--- src/rtl/alu_operand_sequencer_if.sv ---
// Board-side and ALU-side signal bundle for alu_operand_sequencer.
// The sequencer uses the slave view; the board/ALU side (or a bench) uses master.
interface alu_operand_sequencer_if;
    logic [3:0] sw;
    logic       btn_next;
    logic       btn_clr;
    logic [3:0] op_a;
    logic [3:0] op_b;
    logic [3:0] opcode;
    logic [7:0] alu_y;
    logic [7:0] disp_val;
    logic       disp_sel;
    logic [2:0] step;
    logic       res_valid;

    modport master (
        output sw, btn_next, btn_clr, alu_y,
        input  op_a, op_b, opcode, disp_val, disp_sel, step, res_valid
    );

    modport slave (
        input  sw, btn_next, btn_clr, alu_y,
        output op_a, op_b, opcode, disp_val, disp_sel, step, res_valid
    );
endinterface

--- src/rtl/alu_operand_sequencer.sv ---
// Switch/pushbutton front-end for the ALU demo: sync, debounce, 5-state operand entry FSM.
// Optional macro OPERAND_PREVIEW_SIGNED_EN shows A/B entry as sign-extended values.
module alu_operand_sequencer #(
    parameter int DEB_CYCLES = 1000000,
    parameter int CNT_W      = 20
) (
    input  logic                    clk,
    input  logic                    rst_n,
    alu_operand_sequencer_if.slave  bus
);

    typedef enum logic [2:0] {
        S_A    = 3'd0,
        S_B    = 3'd1,
        S_OP   = 3'd2,
        S_EXEC = 3'd3,
        S_RES  = 3'd4
    } state_t;

    localparam logic [CNT_W-1:0] DEB_LAST = CNT_W'(DEB_CYCLES - 1);

    logic [3:0]       r_sw_m, r_sw_s;
    logic [1:0]       r_btn_m, r_btn_s;
    logic [CNT_W-1:0] r_cnt [2];
    logic [1:0]       r_lvl, r_lvl_q, r_arm, r_warm;
    logic [1:0]       w_pls;
    logic             w_nx_pls, w_cl_pls;

    state_t     r_state, w_state_nx;
    logic [3:0] r_op_a, r_op_b, r_opcode;
    logic [7:0] r_res, r_disp_val, w_disp_val_nx;
    logic       r_disp_sel, w_disp_sel_nx;
    logic       w_ld_a, w_ld_b, w_ld_op, w_cap;

    // Index 0 = next, 1 = clr. A button is armed only once it has been seen
    // released after reset, so a press held through reset never fires.
    always_ff @(posedge clk or negedge rst_n) begin
        if (!rst_n) begin
            r_sw_m  <= '0;
            r_sw_s  <= '0;
            r_btn_m <= '0;
            r_btn_s <= '0;
            r_lvl   <= '0;
            r_lvl_q <= '0;
            r_arm   <= '0;
            r_warm  <= '0;
            for (int i = 0; i < 2; i++) r_cnt[i] <= '0;
        end else begin
            r_sw_m  <= bus.sw;
            r_sw_s  <= r_sw_m;
            r_btn_m <= {bus.btn_clr, bus.btn_next};
            r_btn_s <= r_btn_m;
            r_warm  <= {r_warm[0], 1'b1};
            r_lvl_q <= r_lvl;
            for (int i = 0; i < 2; i++) begin
                if (r_btn_s[i] == r_lvl[i]) begin
                    r_cnt[i] <= '0;
                end else if (r_cnt[i] == DEB_LAST) begin
                    r_lvl[i] <= r_btn_s[i];
                    r_cnt[i] <= '0;
                end else begin
                    r_cnt[i] <= r_cnt[i] + 1'b1;
                end
                if (r_warm[1] && !r_btn_s[i]) r_arm[i] <= 1'b1;
            end
        end
    end

    assign w_pls    = r_lvl & ~r_lvl_q & r_arm;
    assign w_nx_pls = w_pls[0];
    assign w_cl_pls = w_pls[1];

    always_ff @(posedge clk or negedge rst_n) begin
        if (!rst_n) r_state <= S_A;
        else        r_state <= w_state_nx;
    end

    always_comb begin
        w_state_nx = r_state;
        if (w_cl_pls) begin
            w_state_nx = S_A;
        end else begin
            case (r_state)
                S_A:     if (w_nx_pls) w_state_nx = S_B;
                S_B:     if (w_nx_pls) w_state_nx = S_OP;
                S_OP:    if (w_nx_pls) w_state_nx = S_EXEC;
                S_EXEC:  w_state_nx = S_RES;
                S_RES:   if (w_nx_pls) w_state_nx = S_A;
                default: w_state_nx = S_A;
            endcase
        end
    end

    always_comb begin
        w_ld_a        = !w_cl_pls && w_nx_pls && (r_state == S_A);
        w_ld_b        = !w_cl_pls && w_nx_pls && (r_state == S_B);
        w_ld_op       = !w_cl_pls && w_nx_pls && (r_state == S_OP);
        w_cap         = !w_cl_pls && (r_state == S_EXEC);
        w_disp_sel_nx = 1'b1;
        w_disp_val_nx = {4'b0000, r_sw_s};
        case (r_state)
            S_RES: begin
                w_disp_sel_nx = 1'b0;
                w_disp_val_nx = r_res;
            end
`ifdef OPERAND_PREVIEW_SIGNED_EN
            S_A, S_B: begin
                w_disp_sel_nx = 1'b0;
                w_disp_val_nx = {{4{r_sw_s[3]}}, r_sw_s};
            end
`endif
            default: ;
        endcase
    end

    always_ff @(posedge clk or negedge rst_n) begin
        if (!rst_n) begin
            r_op_a     <= '0;
            r_op_b     <= '0;
            r_opcode   <= '0;
            r_res      <= '0;
            r_disp_val <= '0;
            r_disp_sel <= 1'b1;
        end else begin
            if (w_cl_pls) begin
                r_op_a   <= '0;
                r_op_b   <= '0;
                r_opcode <= '0;
                r_res    <= '0;
            end else begin
                if (w_ld_a)  r_op_a   <= r_sw_s;
                if (w_ld_b)  r_op_b   <= r_sw_s;
                if (w_ld_op) r_opcode <= r_sw_s;
                if (w_cap)   r_res    <= bus.alu_y;
            end
            r_disp_sel <= w_disp_sel_nx;
            r_disp_val <= w_disp_val_nx;
        end
    end

    assign bus.op_a      = r_op_a;
    assign bus.op_b      = r_op_b;
    assign bus.opcode    = r_opcode;
    assign bus.disp_val  = r_disp_val;
    assign bus.disp_sel  = r_disp_sel;
    assign bus.step      = r_state;
    assign bus.res_valid = w_cap;

endmodule

--- src/flat_wrapper.sv ---
// flat-port wrapper written by rule: the top's interface ports become plain ports
module alu_operand_sequencer_flat 
#(
    parameter int DEB_CYCLES = 1000000,
    parameter int CNT_W      = 20
)
  (clk, rst_n, bus_sw, bus_btn_next, bus_btn_clr, bus_alu_y, bus_op_a, bus_op_b, bus_opcode, bus_disp_val, bus_disp_sel, bus_step, bus_res_valid);
  alu_operand_sequencer_if bus_i ();
  input  logic clk;
  input  logic rst_n;
  input wire logic [$bits(bus_i.sw)-1:0] bus_sw;
  input wire logic [$bits(bus_i.btn_next)-1:0] bus_btn_next;
  input wire logic [$bits(bus_i.btn_clr)-1:0] bus_btn_clr;
  input wire logic [$bits(bus_i.alu_y)-1:0] bus_alu_y;
  output wire logic [$bits(bus_i.op_a)-1:0] bus_op_a;
  output wire logic [$bits(bus_i.op_b)-1:0] bus_op_b;
  output wire logic [$bits(bus_i.opcode)-1:0] bus_opcode;
  output wire logic [$bits(bus_i.disp_val)-1:0] bus_disp_val;
  output wire logic [$bits(bus_i.disp_sel)-1:0] bus_disp_sel;
  output wire logic [$bits(bus_i.step)-1:0] bus_step;
  output wire logic [$bits(bus_i.res_valid)-1:0] bus_res_valid;
  assign bus_i.sw = bus_sw;
  assign bus_i.btn_next = bus_btn_next;
  assign bus_i.btn_clr = bus_btn_clr;
  assign bus_i.alu_y = bus_alu_y;
  assign bus_op_a = bus_i.op_a;
  assign bus_op_b = bus_i.op_b;
  assign bus_opcode = bus_i.opcode;
  assign bus_disp_val = bus_i.disp_val;
  assign bus_disp_sel = bus_i.disp_sel;
  assign bus_step = bus_i.step;
  assign bus_res_valid = bus_i.res_valid;
  alu_operand_sequencer #(.DEB_CYCLES(DEB_CYCLES), .CNT_W(CNT_W)) u_core (.clk(clk), .rst_n(rst_n), .bus(bus_i));
endmodule
--- config.mk ---
export PLATFORM = sky130hd
export DESIGN_NAME = alu_operand_sequencer_flat
export DESIGN_NICKNAME = d
export VERILOG_FILES = /design/src/rtl/alu_operand_sequencer_if.sv /design/src/rtl/alu_operand_sequencer.sv /design/src/flat_wrapper.sv
export SDC_FILE = /design/constraint.sdc
export NUM_CORES = 1
export LEC_CHECK = 0
export ABC_AREA = 1
export ABC_CLOCK_PERIOD_IN_PS = 2200
export CAP_MARGIN = 10
export CORE_MARGIN = 5
export CORE_UTILIZATION = 56
export CTS_BUF_LIST = sky130_fd_sc_hd__clkbuf_16
export DETAILED_ROUTE_END_ITERATION = 7
export GPL_TIMING_DRIVEN = 0
export PLACE_DENSITY = 0.79
export SLEW_MARGIN = 30
export SYNTH_ARGS = -nofsm -noshare
export SYNTH_HDL_FRONTEND = slang
export SYNTH_SLANG_ARGS = --single-unit
--- constraint.sdc ---
create_clock -name clk -period 2.2 [get_ports clk]
set_clock_uncertainty 0.1 [all_clocks]
set_input_delay 0.22 -clock clk [delete_from_list [all_inputs] [get_ports clk]]
set_output_delay 0.22 -clock clk [all_outputs]
set_load 0.02 [all_outputs]
# After elaboration in Yosys (flattened, before gate mapping)
# Index checks and enable logic that the tools add are counted.
op_classes:
  n_addsub: 2
  eq_ne: 12
  mux: 20
  bitwise_logic: 5
  reduce_logical: 18
ops:
  columns: ["op", "count"]
  rows:
  - ["two-way mux 20 bit", 4]
  - ["adder 20 x 1 -> 20 bit (second input constant)", 2]
  - ["equality test 20 bit (second input constant)", 2]
  - ["two-way mux 4 bit", 6]
  - ["two-way mux 8 bit", 3]
  - ["two-way mux 3 bit", 5]
  - ["case mux 3 bit (5 select lines)", 1]
  - ["inequality test 3 x 1 -> 1 bit (second input constant)", 4]
  - ["nonzero test 2 bit", 4]
  - ["logical AND 1 bit", 7]
  - ["equality test 3 x 2 -> 1 bit (second input constant)", 2]
  - ["bitwise AND 2 bit", 2]
  - ["AND reduction 2 bit", 2]
  - ["AND reduction 4 bit", 1]
  - ["equality test 3 x 1 -> 1 bit (second input constant)", 1]
  - ["equality test 3 bit (second input constant)", 1]
  - ["zero test 1 bit", 3]
  - ["zero test 3 bit", 1]
  - ["equality test 1 bit", 2]
  - ["NOT 1 bit", 2]
  - ["NOT 2 bit", 1]
  - ["two-way mux 1 bit", 1]
word_totals:
  regBits: 92
  output_inout_bits: 25

# Depth between registers and ports, before layout
# Gate-level depths: netlist (run 1).
depth:
  ltp_word: 8
  depth_mapped: 9
  ltp_nobuf: 9

# Least setup slack after synthesis (run 1)
# OpenSTA, ideal clock, no wires.
synth_timing:
  kind: "reg-to-reg"
  from: "register u_core.r_cnt[20] in the netlist's numbering"
  to: "register u_core.r_cnt[25] in the netlist's numbering"
  t_arrival_ns: 1.171
  t_required_ns: 1.979
  slack_ns: 0.808
  stages_incl_launch_ff: 9
  path_cell_list: "dfrtp_1 ha_1 nand2_1 nor2_2 nand2_1 nor2_1 nand2_2 nand2_2 nor2_1"
synth_via:
  elab_chain_cells: 3
  word_cells_on_any_way: 4
  cone_classes: "add/sub: 1; eq/ne: 1; mux: 2"
synth_rtl:
  columns: ["item", "line_no", "text"]
  rows:
  - ["from (decl)", "alu_operand_sequencer.sv:24", "logic [CNT_W-1:0] r_cnt [2];"]
  - ["from (signal, indexed assignment)", "alu_operand_sequencer.sv:62", "r_cnt[i] <= r_cnt[i] + 1'b1;"]
  - ["adder 20 x 1 -> 20 bit or equality test 20 bit (tied branches)", "alu_operand_sequencer.sv:62, alu_operand_sequencer.sv:58", null]
  - ["two-way mux 20 bit *", "alu_operand_sequencer.sv:58", "end else if (r_cnt[i] == DEB_LAST) begin"]
  - ["two-way mux 20 bit *", "alu_operand_sequencer.sv:56", "if (r_btn_s[i] == r_lvl[i]) begin"]
# Every way passes the cells marked *; elsewhere a longest branch is shown, timed or not.
# A chain may end at the register's enable or synchronous reset.

# Final worst setup path (run 1)
layout_timing:
  from: "register u_core.r_lvl[1]"
  to: "output bus_res_valid"
layout_via:
  elab_chain_cells: 4
layout_rtl:
  columns: ["item", "line_no", "text"]
  rows:
  - ["from (decl)", "alu_operand_sequencer.sv:25", "logic [1:0] r_lvl, r_lvl_q, r_arm, r_warm;"]
  - ["from (signal, indexed assignment)", "alu_operand_sequencer.sv:59", "r_lvl[i] <= r_btn_s[i];"]
  - ["bitwise AND 2 bit (2 in a row)", "alu_operand_sequencer.sv:69", "assign w_pls = r_lvl & ~r_lvl_q & r_arm;"]
  - ["zero test 1 bit", "alu_operand_sequencer.sv:98", "w_cap = !w_cl_pls && (r_state == S_EXEC);"]
  - ["logical AND 1 bit", "alu_operand_sequencer.sv:98", null]
  - ["to (decl)", "flat_wrapper.sv:21", "output wire logic [$bits(bus_i.res_valid)-1:0] bus_res_valid;"]
# Every way passes these cells.

==> results.sh, run 1 <==
export IMPL_r2r_start="u_core.r_cnt[20]"
export IMPL_critPathSlowestCell="dfrtp_1"
export IMPL_synth_distinct_cells=28
export IMPL_dp_hpwl_um=5946
export IMPL_worst_slack_ns=0.1688
export IMPL_cp_end_kind="output pin"
export IMPL_fillerInstances=553
export IMPL_die_w_um=96.48
export IMPL_yosys_cell_count_top_type="dfrtp_1"
export IMPL_placed_area_um2=4741
export IMPL_drt_iter0_drc=156
export IMPL_post_route_util_pct=69.60
export IMPL_synth_area_top_cells="dfrtp_1 54%, nand2_1 7.0%, nor2_1 6.6%"
export IMPL_maxCapViolations=0
export IMPL_hold_depth=1
export IMPL_ys_warn_count=0
export IMPL_holdPathEnd="u_core.r_btn_m[1]"
export IMPL_grt_pass1_vias=3327
export IMPL_drc=0
export IMPL_grt_max_degree=57
export IMPL_dieArea_um2=9307
export IMPL_path_delay_family="buffers and inverters"
export IMPL_power_density_nw_per_um2=674.2
export IMPL_timing_fmax_ghz=0.4923
export IMPL_synth_edf_count=0
export IMPL_status="complete, no violations"
export IMPL_p_leak_nw=2.296
export IMPL_h_tree_depth=3
export IMPL_die_h_um=96.48
export IMPL_setup_viol=0
export IMPL_design_area_um2=5049
export IMPL_crit_fanout=9
export IMPL_synth_largest_area_cell="dfrtp_1"
export IMPL_drive_above_1_share_pct=14.56
export IMPL_wl_per_cell_um=13.43
export IMPL_synth_common_cells="91 x dfrtp_1, 78 x nand2_1, 74 x nor2_1, 54 x inv_1"
export IMPL_cts_buffers=9
export IMPL_syn_instance_count=464
export IMPL_syn_cell_area_um2=4188
export IMPL_vias=3146
export IMPL_cts_tree="yes"
export IMPL_rows=31
export IMPL_fin_crit_sh_pct=92.33
export IMPL_r2r_cells=8
export IMPL_grt_ovfl_total=0
export IMPL_postRouteWirelength_um=8343
export IMPL_reg2reg_to="u_core.r_cnt[29]"
export IMPL_clock_latency_ns=0.34
export IMPL_rsz0062_at_grt="false"
export IMPL_clockRootBuffer="clkbuf_16"
export IMPL_worstSetupStartpointType="register"
export IMPL_r2r_slack_ns=0.57
export IMPL_drv_slew=0
export IMPL_crit_type="register to output pin"
export IMPL_antenna_cells=0
export IMPL_area_growth_pct=20.56
export IMPL_dp_slack_ns=0.2395
export IMPL_crit_buf_inv=3
export IMPL_clk_pin_slew_ns=0.06
export IMPL_ir_drop_mv=0.4703
export IMPL_min_period_ns=2.031
export IMPL_critPathMaxStageDelay_ns=0.42
export IMPL_ctsLongestPathBuffers=2
export IMPL_drt_vias_per_instance=5.066
export IMPL_io_buffer_count=40
export IMPL_synthFlopType="dfrtp_1"
export IMPL_syn_area_per_cell_um2=9.025
export IMPL_min_path_type="input port to register"
export IMPL_worst_ep_required_time_ns=1.88
export IMPL_io_pins=41
export IMPL_syn_nets=482
export IMPL_nets=535
export IMPL_antenna_left=0
export IMPL_finalHoldViolCount=0
export IMPL_synth_top_area_share_pct=54.38
export IMPL_clock_sinks=92
export IMPL_ys_seq_area_share_pct=55.00
export IMPL_core_um2=7253
export IMPL_drt_pass1_iterations=4
export IMPL_track_usage_pct=19.90
export IMPL_start_util_pct=57.74
export IMPL_cp_common_cell="inv_2"
export IMPL_arrival_ns=1.71
export IMPL_hold_start="bus_btn_clr"
export IMPL_antenna_found_initial=0
export IMPL_grt_first_pass_wirelength_um=14420
export IMPL_place_gp_congestion=0.8743
export IMPL_synthArstFlopShare_pct=100.0
export IMPL_cts_setup_buffers=0
export IMPL_ys_ff_latch=92
export IMPL_crit_chain="inv_2 > nor2_2 > nand2_2 > nand4_1 > inv_2 > dlygate4sd2_1"
export IMPL_timing_critical_path_from="u_core.r_lvl[1]"
==> what timing repair did <==
item / in CTS / in global routing
setup endpoints to repair: 1 / 0
hold buffers: 1 / 0
resized for setup: 1 / 0
endpoints found under the hold margin: 36 / 0
==> layout make-up <==
class	instances	area [µm²]	area share, %
Buffer	1	5.005	0.09913
Clock buffer	9	225.2	4.461
Clock inverter	7	73.82	1.462
Inverter	63	236.5	4.684
Multi-Input combinational cell	308	1643	32.54
Sequential cell	92	2303	45.63
Tap cell	99	123.9	2.454
Timing Repair Buffer	42	437.9	8.674
==> worst max-delay path by stage <==
stage / endpoint / slack, ns / depth (start not counted)
floorplan: u_core.r_cnt[25] / 0.81 / 8
global placement: u_core.bus.opcode[0] / -2.42 / 1
detailed placement: bus_res_valid / 0.24 / 6
CTS: bus_res_valid / 0.16 / 6
global route: bus_res_valid / 0.04 / 6
finish: bus_res_valid / 0.17 / 6
==> logic make-up after synthesis <==
kind of cell / count (synthesis) / share of synthesized area, %
other: 1 / 0.08955
buffers and inverters: 64 / 5.766
AND/OR/NAND/NOR: 234 / 27.25
flip-flops: 92 / 55.00
AO/OA/AOI/OAI: 49 / 6.334
XOR/XNOR: 22 / 4.960
adder cells (fa/ha/maj): 2 / 0.5975
==> report_power, final <==
part | internal, mW | switching [mW] | total [mW]
logic | 0.0521 | 0.0762 | 0.128
registers | 1.72 | 0.0156 | 1.73
clock network | 0.884 | 0.659 | 1.54
total | 2.65 | 0.751 | 3.40
==> flip-flops by register name, summed over array words and instances, names as in the netlist <==
| name | flops |
|---|---|
| u_core.r_btn_s | 2 |
| u_core.bus.op_a | 4 |
| u_core.r_arm | 2 |
| u_core.bus.op_b | 4 |
| u_core.r_lvl | 2 |
| u_core.bus.step | 3 |
| u_core.r_btn_m | 2 |
| u_core.bus.opcode | 4 |
| u_core.bus.disp_sel | 1 |
| u_core.r_sw_m | 4 |
| u_core.r_sw_s | 4 |
| u_core.r_cnt | 40 |
| u_core.bus.disp_val | 8 |
| u_core.r_res | 8 |
| u_core.r_lvl_q | 2 |
| u_core.r_warm | 2 |
==> worst reg2reg max path, delay by kind of cell, from the launching register on <==
| kind | cells | cell delay (ns) |
|---|---|---|
| adders and majority gates | 1 | 0.21 |
| DFF | 1 | 0.37 |
| and+or+nand+nor | 7 | 0.84 |
==> layer usage <==
metal	track usage (%)	vias to the layer above	wire length (µm)
met5	0	-	0
met4	8.528	0	153
met3	3.408	11	282
met2	33.79	59	4265
met1	25.10	1518	3642
li1	-	1558	-
==> layout by cell type, fill, tap and decap left out, types with 6 or more instances in the layout <==
master / count
a21oi_1: 10
clkbuf_16: 9
clkdlybuf4s50_1: 38
dfrtp_1: 91
inv_1: 54
inv_2: 9
nand2_1: 78
nand2_2: 9
nand3_1: 26
nand4_1: 10
nor2_1: 74
nor2_2: 14
nor2_4: 9
o21ai_0: 26
o21ai_1: 7
xnor2_1: 6
xor2_1: 14
==> metrics by stage <==
step | hold slack [ns] | TNS [ns] | total power, mW | cells
global route | 0.2153 | 0 | 3.518 | 621
CTS | 0.2132 | 0 | 3.434 | 621
floorplan | -0.1756 | 0 | 1.805 | 464
global placement | 0.2317 | -221.50 | 1.883 | 603
detailed placement | 0.04104 | 0 | 1.893 | 604
finish | 0.2159 | 0 | 3.404 | 621
No activity file was read; power rests on OpenSTA's default activity.
==> run 2: changes to the inputs <==
--- a/config.mk
+++ b/config.mk
@@ -7,7 +7,7 @@
 export LEC_CHECK = 0
 export ABC_AREA = 1
 export ABC_CLOCK_PERIOD_IN_PS = 2200
-export CAP_MARGIN = 10
+export CAP_MARGIN = 15
 export CORE_MARGIN = 5
 export CORE_UTILIZATION = 56
 export CTS_BUF_LIST = sky130_fd_sc_hd__clkbuf_16
==> results of run 2 <==
The final DEF is identical to that of run 1; final timing and power are the same.
